File: src/rtl/wishbone_rr_arbiter.sv
// Round-robin arbiter sharing one pipelined Wishbone target among several initiators.
// Grant is held for a whole bus cycle (extended by LOCK); an outstanding counter bounds requests in flight.
//
// Handshake: a request is issued on a cycle where T_STB=1 and T_STALL=0. Every issued request
// retires on exactly one T_ACK or T_ERR cycle. Dropping CYC aborts whatever is still in flight.
module wishbone_rr_arbiter #(
  parameter int NumInitiators  = 4,
  parameter int AddressWidth   = 16,
  parameter int DataWidth      = 8,
  parameter int Granularity    = 8,
  parameter int MaxOutstanding = 4,
  localparam int SELWidth      = DataWidth / Granularity,
  localparam int IdxW          = $clog2(NumInitiators),
  localparam int CntW          = $clog2(MaxOutstanding + 1)
) (
  input  logic                                  CLK,
  input  logic                                  RST,
  input  logic [NumInitiators-1:0]              I_CYC,
  input  logic [NumInitiators-1:0]              I_STB,
  input  logic [NumInitiators-1:0]              I_WE,
  input  logic [NumInitiators-1:0]              I_LOCK,
  input  logic [NumInitiators*AddressWidth-1:0] I_ADDR,
  input  logic [NumInitiators*DataWidth-1:0]    I_DAT_ToTarget,
  input  logic [NumInitiators*SELWidth-1:0]     I_SEL,
  output logic [NumInitiators-1:0]              I_STALL,
  output logic [NumInitiators-1:0]              I_ACK,
  output logic [NumInitiators-1:0]              I_ERR,
  output logic [DataWidth-1:0]                  I_DAT_ToInitiator,
  output logic                                  T_CYC,
  output logic                                  T_STB,
  output logic                                  T_WE,
  output logic                                  T_LOCK,
  output logic [AddressWidth-1:0]               T_ADDR,
  output logic [DataWidth-1:0]                  T_DAT_ToTarget,
  output logic [SELWidth-1:0]                   T_SEL,
  input  logic                                  T_STALL,
  input  logic                                  T_ACK,
  input  logic                                  T_ERR,
  input  logic [DataWidth-1:0]                  T_DAT_ToInitiator,
  output logic [NumInitiators-1:0]              Grant,
  output logic [1:0]                            DBG_STATE,
  output logic [CntW-1:0]                       DBG_OUTSTANDING
);

  typedef enum logic [1:0] {
    ST_IDLE    = 2'd0,
    ST_GRANTED = 2'd1,
    ST_LOCKED  = 2'd2
  } state_e;

  state_e                   state_q, state_d;
  logic [IdxW-1:0]          gidx_q, gidx_d;
  logic [NumInitiators-1:0] grant_q, grant_d;
  logic [IdxW-1:0]          ptr_q, ptr_d;
  logic [CntW-1:0]          outst_q, outst_d;

  logic [AddressWidth-1:0]  addr_a [NumInitiators];
  logic [DataWidth-1:0]     dat_a  [NumInitiators];
  logic [SELWidth-1:0]      sel_a  [NumInitiators];

  logic                     cyc_g, stb_g, we_g, lock_g;
  logic                     full, stb_issue, accept, retire;
  logic                     any_req;
  logic [IdxW-1:0]          pick;
  logic [NumInitiators-1:0] pick_oh;
  logic [IdxW-1:0]          ptr_adv;
  int                       idx;

  for (genvar k = 0; k < NumInitiators; k++) begin : g_unpack
    assign addr_a[k] = I_ADDR[k*AddressWidth +: AddressWidth];
    assign dat_a[k]  = I_DAT_ToTarget[k*DataWidth +: DataWidth];
    assign sel_a[k]  = I_SEL[k*SELWidth +: SELWidth];
  end

  assign cyc_g  = I_CYC[gidx_q];
  assign stb_g  = I_STB[gidx_q];
  assign we_g   = I_WE[gidx_q];
  assign lock_g = I_LOCK[gidx_q];

  // Full looks only at the registered count, so a same-cycle ACK never unstalls.
  assign full      = (outst_q == CntW'(MaxOutstanding));
  assign stb_issue = (state_q == ST_GRANTED) && stb_g && !full;
  assign accept    = stb_issue && !T_STALL;
  assign retire    = (T_ACK || T_ERR) && (outst_q != '0);
  assign ptr_adv   = (gidx_q == IdxW'(NumInitiators - 1)) ? '0 : gidx_q + 1'b1;

  // First requester at or after the priority pointer, wrapping modulo NumInitiators.
  always_comb begin
    pick    = '0;
    any_req = 1'b0;
    idx     = 0;
    for (int i = 0; i < NumInitiators; i++) begin
      idx = int'(ptr_q) + i;
      if (idx >= NumInitiators) idx = idx - NumInitiators;
      if (!any_req && I_CYC[IdxW'(idx)]) begin
        any_req = 1'b1;
        pick    = IdxW'(idx);
      end
    end
    for (int i = 0; i < NumInitiators; i++) begin
      pick_oh[i] = (pick == IdxW'(i));
    end
  end

  always_ff @(posedge CLK) begin
    if (RST) begin
      state_q <= ST_IDLE;
      gidx_q  <= '0;
      grant_q <= '0;
      ptr_q   <= '0;
      outst_q <= '0;
    end else begin
      state_q <= state_d;
      gidx_q  <= gidx_d;
      grant_q <= grant_d;
      ptr_q   <= ptr_d;
      outst_q <= outst_d;
    end
  end

  always_comb begin
    state_d = state_q;
    gidx_d  = gidx_q;
    grant_d = grant_q;
    ptr_d   = ptr_q;
    outst_d = outst_q;
    case (state_q)
      ST_IDLE: begin
        outst_d = '0;
        if (any_req) begin
          state_d = ST_GRANTED;
          gidx_d  = pick;
          grant_d = pick_oh;
        end
      end
      ST_GRANTED: begin
        if (!cyc_g) begin
          // CYC drop releases the bus even with requests in flight (abort).
          outst_d = '0;
          if (lock_g) begin
            state_d = ST_LOCKED;
          end else begin
            state_d = ST_IDLE;
            grant_d = '0;
            ptr_d   = ptr_adv;
          end
        end else if (accept && !retire) begin
          outst_d = outst_q + 1'b1;
        end else if (!accept && retire) begin
          outst_d = outst_q - 1'b1;
        end
      end
      ST_LOCKED: begin
        outst_d = '0;
        if (cyc_g) begin
          state_d = ST_GRANTED;
        end else if (!lock_g) begin
          state_d = ST_IDLE;
          grant_d = '0;
          ptr_d   = ptr_adv;
        end
      end
      default: begin
        state_d = ST_IDLE;
        grant_d = '0;
        outst_d = '0;
      end
    endcase
  end

  always_comb begin
    T_CYC   = 1'b0;
    T_STB   = 1'b0;
    T_WE    = 1'b0;
    T_LOCK  = 1'b0;
    I_STALL = '1;
    I_ACK   = '0;
    I_ERR   = '0;
    case (state_q)
      ST_GRANTED: begin
        T_CYC           = cyc_g;
        T_STB           = stb_issue;
        T_WE            = we_g;
        T_LOCK          = lock_g;
        I_STALL[gidx_q] = T_STALL || full;
        I_ACK[gidx_q]   = T_ACK;
        I_ERR[gidx_q]   = T_ERR;
      end
      ST_LOCKED: begin
        T_LOCK = 1'b1;
      end
      default: begin
      end
    endcase
  end

  assign T_ADDR            = addr_a[gidx_q];
  assign T_DAT_ToTarget    = dat_a[gidx_q];
  assign T_SEL             = sel_a[gidx_q];
  assign I_DAT_ToInitiator = T_DAT_ToInitiator;
  assign Grant             = grant_q;
  assign DBG_STATE         = state_q;
  assign DBG_OUTSTANDING   = outst_q;

endmodule
File: config.mk
export PLATFORM = sky130hd
export DESIGN_NAME = wishbone_rr_arbiter
export DESIGN_NICKNAME = d
export VERILOG_FILES = /design/src/rtl/wishbone_rr_arbiter.sv
export SDC_FILE = /design/constraint.sdc
export NUM_CORES = 1
export LEC_CHECK = 0
export CORE_MARGIN = 4
export CORE_UTILIZATION = 31
export CTS_BUF_LIST = sky130_fd_sc_hd__clkbuf_2 sky130_fd_sc_hd__clkbuf_4 sky130_fd_sc_hd__clkbuf_8
export CTS_CLUSTER_SIZE = 12
export DETAILED_ROUTE_END_ITERATION = 10
export GPL_TIMING_DRIVEN = 0
export PLACE_DENSITY = 0.95
export SYNTH_ARGS = -nofsm -noshare
export SYNTH_HDL_FRONTEND = slang
export SYNTH_SLANG_ARGS = --single-unit
File: constraint.sdc
create_clock -name CLK -period 4.51 [get_ports CLK]
set_input_delay 0.902 -clock CLK [delete_from_list [all_inputs] [get_ports CLK]]
set_output_delay 0.902 -clock CLK [all_outputs]
set_load 0.03 [all_outputs]
### Yosys cells after proc, flatten, opt, wreduce, memory -nomap -nowiden

Index checks and enable logic that the tools add are counted.

| word-level totals | value |
|---|---|
| register bits after elaboration | 13 |
| word-level logic and storage cells | 138 |

| operators by class | value |
|---|---|
| add/sub/neg operators | 10 |
| magnitude comparators | 11 |
| equal/unequal tests | 12 |
| multiplexer cells | 63 |
| bitwise operators | 8 |
| reduce and logical (&&, ||, !) cells | 29 |

Operator list:

| kind | number |
|---|---|
| 16-bit binary-select mux with 2-bit select | 1 |
| 16-bit 2-to-1 mux | 2 |
| 2-bit 2-to-1 mux | 14 |
| 4-bit 2-to-1 mux | 6 |
| 1-bit 2-to-1 mux | 22 |
| 1-bit binary-select mux with 2-bit select | 9 |
| 8-bit binary-select mux with 2-bit select | 1 |
| 2-bit by 4-bit < comparator with 1-bit output, second input constant | 4 |
| 8-bit 2-to-1 mux | 2 |
| 3-bit greater-or-equal comparator, second input constant | 4 |
| 1-bit logical AND | 10 |
| 3-bit AND reduction | 3 |
| 4-bit AND | 2 |
| 2-bit == test, second input constant | 4 |
| 2-bit inequality test, second input constant | 4 |
| 4-bit one-hot mux with 2 select lines | 1 |
| 2-bit by 1-bit subtractor with 2-bit output, second input constant | 4 |
| 1-bit zero test | 7 |
| 2-bit by 2-bit adder with 3-bit output, second input constant | 2 |
| 3-bit 2-to-1 mux | 2 |
| 2-bit one-hot mux with 3 select lines | 1 |
| 2-bit by 1-bit == test with 1-bit output, second input constant | 2 |
| 2-bit zero test | 2 |
| 4-bit NOT | 1 |
| 20 further kinds | 23 |

### Longest topological paths before layout

| logic depth | value |
|---|---|
| word-level depth | 18 |
| depth in mapped cells | 11 |
| depth with buffers taken out | 11 |

### Worst setup path before layout

OpenSTA, ideal clock, no wires.

| timing | value |
|---|---|
| path kind | in2reg |
| from | in I_STB[1] |
| to | reg outst_q[2] (netlist: DBG_OUTSTANDING[2]) |
| library setup time | 117 ps |
| arrival time | 2647 ps |
| data required time | 4393 ps |
| slack | 1746 ps |
| stages on the path | 10 |
| path buffers | 0 |
| cell sequence | mux4_2 and3_1 nor2b_1 ha_1 inv_1 fa_1 xor2_1 nor2_1 xnor2_1 nor2_1 |

| between the ends | value |
|---|---|
| word-level cells in the longest chain between the ends | 8 |
| elaborated cells on any way between the ends | 10 |
| classes of those cells | 3 x mux; 7 x reduce/logical |

RTL lines:

| item | line | source |
|---|---|---|
| from (decl) | 19 | `input logic [NumInitiators-1:0] I_STB,` |
| 1-bit binary-select mux with 2-bit select (*) | 76 | `assign stb_g = I_STB[gidx_q];` |
| 1-bit 2-to-1 mux (implied by the code) (*) | 76 |  |
| 1-bit logical AND (*) (2 in a row) | 82 | `assign stb_issue = (state_q == ST_GRANTED) && stb_g && !full;` |
| 1-bit logical AND (*) | 83 | `assign accept = stb_issue && !T_STALL;` |
| 1-bit zero test | 149 | `end else if (!accept && retire) begin` |
| 1-bit logical AND | 149 |  |
| 2-bit nonzero test (no line) | - |  |
| to (signal assigned) | 117 | `outst_q <= outst_d;` |
| to (decl) | 55 | `logic [CntW-1:0] outst_q, outst_d;` |

Mark *: on every way between the ends. The rest lies on a longest branch, timed or not. The select of a mux whose other input is x is not followed.
A chain may end at the register's enable or synchronous reset.

### Final worst setup path

| timing | value |
|---|---|
| from | reg gidx_q[1] |
| to | out T_SEL |

| between the ends | value |
|---|---|
| word-level cells in the longest chain between the ends | 4 |

RTL lines:

| item | line | source |
|---|---|---|
| from (decl) | 52 | `logic [IdxW-1:0] gidx_q, gidx_d;` |
| from (signal assigned) | 114 | `gidx_q <= gidx_d;` |
| 2-bit NOT with 3-bit output (implied by the code) | 199 | `assign T_SEL = sel_a[gidx_q];` |
| 1-bit binary-select mux with 2-bit select | 199 |  |
| 1-bit 2-to-1 mux (implied by the code) (2 in a row) | 199 |  |
| to (decl) | 35 | `output logic [SELWidth-1:0] T_SEL,` |

Every way passes these cells. The select of a mux whose other input is x is not followed.

==> results summary <==
The flow ran to the end, and the final reports show no timing, DRC or antenna violations. The worst setup path is launched from a flip-flop. After clock tree synthesis, the repair step resized 0 gates.

The post-synthesis register bit count came out at 13. The leakage power total is 1.35 nW. The number of global-route vias before repair came out at 2,322. The clock passes through at most 2 buffers.

In this run the number of H-tree levels came out at 1. After detailed routing, the average wire length per cell comes to roughly 20 um. The number of nets in the layout came out at between 400 and 500. The final global-route overflow total came out at 0.

In this run, placement finished with an instance count of 408. STA classifies the critical path endpoint as a primary output. The clock slew seen by the registers of the worst setup and hold paths is 0.06 ns. The required time of the critical path is 3.61 ns. The critical path goes through clkbuf_1 > buf_2 > buf_1 > mux4_2 > clkdlybuf4s50_1.

Derived from the worst setup path, the maximum achievable clock frequency is 0.266 GHz. The global-route usage over all layers came out at 0.229. The tightest min-delay check is of the flip-flop to flip-flop type. The initial utilization of the core area, before any placement, comes to 0.328. The row count came out at 26. The setup slack after placement came out at ~0.88 ns. The proportion of netlist area held by the largest area contributor came out at 0.378. The maximum number of pins on one net before global-route repair is 11. The critical path's largest stage delay came out at 0.64 ns. Averaged over all synthesized cells, the footprint is 10.8 sq um.

The number of filler instances in the final layout is 435. The number of port buffers came out at 178. Setup repair after global routing left no endpoint under its margin. CTS placed an instance of clkbuf_8 at the clock tree root. The die height is 82.7 um. Between clock sinks in the finished design, the worst skew comes to 0.00499 ns.

The post-CTS setup buffer count is 0. The per-cell via count in the routed design came out at 5.06. The normalized max-slew margin is 0.367. The period utilization is 0.832. The final non-filler cell total came out at 412. The setup path with the least slack is of type flip-flop to primary output.

The fraction of final layout cells sized beyond drive strength 1 came out at 0.155. The cell area after technology mapping came out at 1730 sq um. Dividing total power by cell area gives a power density of 321 nW/um^2. The weighted congestion at the end of routability-driven global placement is 0.874.

The first global-routing pass estimated 11.5 mm of wire. The total count of max-transition violations in the final report came out at 0. The number of clock sinks is 13. mux4_2 is the most common cell in the netlist. The signal arrival time at the worst endpoint is 2.85 ns. The worst-case IR drop observed on VDD is 0.206 mV. The final hold violation count came to 0. For this run, the register share of the synthesized area comes to 0.151. The total DRC errors in the routed layout is 0. The total clock buffers created by CTS is 3.

The library cell occupying the most area in the post-synthesis netlist is mux4_2. After layout, the worst setup slack is 0.757 ns. The top fanout value on the critical path came out at 10. The fraction of registers with async set/reset is 0. The first-pass detailed-route iteration total is 4. The commonest cells after synthesis are mux4_2, dfxtp_1, nor2_1.

The number of distinct library cell variants in the gate-level netlist after synthesis came out at 38. Across the run, the number of max-cap violations was 0. The number of hold buffers added after CTS came out at 0. Setup violations remaining at the end of the flow were counted as 0.

The total vias in the final route came out at 2,083. 0 antenna diodes ended up in the layout. The main flop type after synthesis is dfxtp_1. The area of the core is 5270 sq um.

The total negative slack for setup checks came out at 0 ns. The die covers 6830 sq um. The synthesized netlist net count came out at 299. At the pin with the least slew margin, the transition time is 0.937 ns. The largest individual stage delay along the critical path comes from the cell clkdlybuf4s50_1.

The detail route stage leaves a number of antenna-violating nets equal to 0. The clock latency on the worst-skew pair is 0.25 ns. The initial antenna violation count is 0. The number of warnings printed during yosys synthesis came out at 0. 187 I/O pins were placed. The area growth from synthesis to layout came out at 111%.

By area the synthesized netlist is led by mux4_2, dfxtp_1, ha_1. In this run, synthesis inferred 0 flip-flops with an integrated enable. The DRC marker count from the first detailed-route iteration came out at 68. The sequential standard cell area came out at 260 sq um.

TritonCTS built the clock tree. The final HPWL from detailed placement is 7.28 mm. The total length of routed wires is 8.28 mm. The post-route minimum period came out at between 3 and 4 ns. The number of instances in the synthesized netlist came out at 160. The area used by multi-input combinational logic is 1330 sq um.

The die width came out at 82.7 um.
==> logic make-up after synthesis <==
| logic type | share of synthesized area |
|---|---|
| adder cells (fa/ha/maj) | 0.0768 |
| XOR/XNOR | 0.0152 |
| buffers and inverters | 0.0775 |
| multiplexers | 0.425 |
| AO/OA/AOI/OAI | 0.0862 |
| flip-flops | 0.151 |
| AND/OR/NAND/NOR | 0.169 |
==> cell type report <==
type                            count  share of cell area
Tap cell                           70              0.0240
Multi-Input combinational cell    123               0.366
Timing Repair Buffer              178               0.489
Sequential cell                    13              0.0714
Clock buffer                        4              0.0134
Buffer                             18              0.0305
Inverter                            6             0.00618
==> registers in the layout, indices dropped and copies added (netlist names) <==
name             cells
Grant                4
DBG_STATE            2
DBG_OUTSTANDING      3
ptr_q                2
gidx_q               2
==> final timing paths <==
path	cells past startpoint	slack [ns]	from	end
max	5	0.76	gidx_q[1]	T_SEL
min	1	0.47	Grant[1]	Grant[1]
max reg2reg	11	2.02	gidx_q[1]	DBG_OUTSTANDING[2]
min reg2reg	1	0.47	Grant[1]	Grant[1]
==> layer usage <==
layer	GRT usage	wire [um]	vias up
li1	-	-	981
met1	0.227	2850	980
met2	0.454	4430	102
met3	0.0531	761	20
met4	0.0866	226	0
met5	0	0	-
==> power breakdown <==
part	switching, W	total, W	internal [W]
registers	0.0000191	0.000155	0.000136
logic	0.000460	0.000905	0.000446
clock network	0.0000424	0.000111	0.0000685
total	0.000521	0.00117	0.000650
==> worst max-delay path, delay by kind of cell (launching register included) <==
family / cells / cell delay, ns
flops: 1 / 0.35
buf+inv: 4 / 1.81
mux: 1 / 0.43
==> placed cells by master (no fill, tap or decap), types with 6 or more instances in the layout <==
cell type        instances
a21oi_1                  7
and3_1                   9
buf_4                    8
clkdlybuf4s50_1        178
dfxtp_1                 13
ha_1                     9
inv_1                    6
mux2i_1                  7
mux4_2                  29
nand2_1                  9
nor2_1                  13
==> through the flow <==
stage,instance area (sq um),hold slack (ns),utilization,power [W]
3_3_place_gp,3600,0.463,0.683,0.00104
6_report,3650,0.471,0.692,0.00117
2_1_floorplan,1730,0.498,-,0.000692
4_1_cts,3650,0.481,0.692,0.00118
5_1_grt,3650,0.489,0.692,0.00123
3_5_place_dp,3600,0.459,0.683,0.00106
No activity file was read; power rests on OpenSTA's default activity.
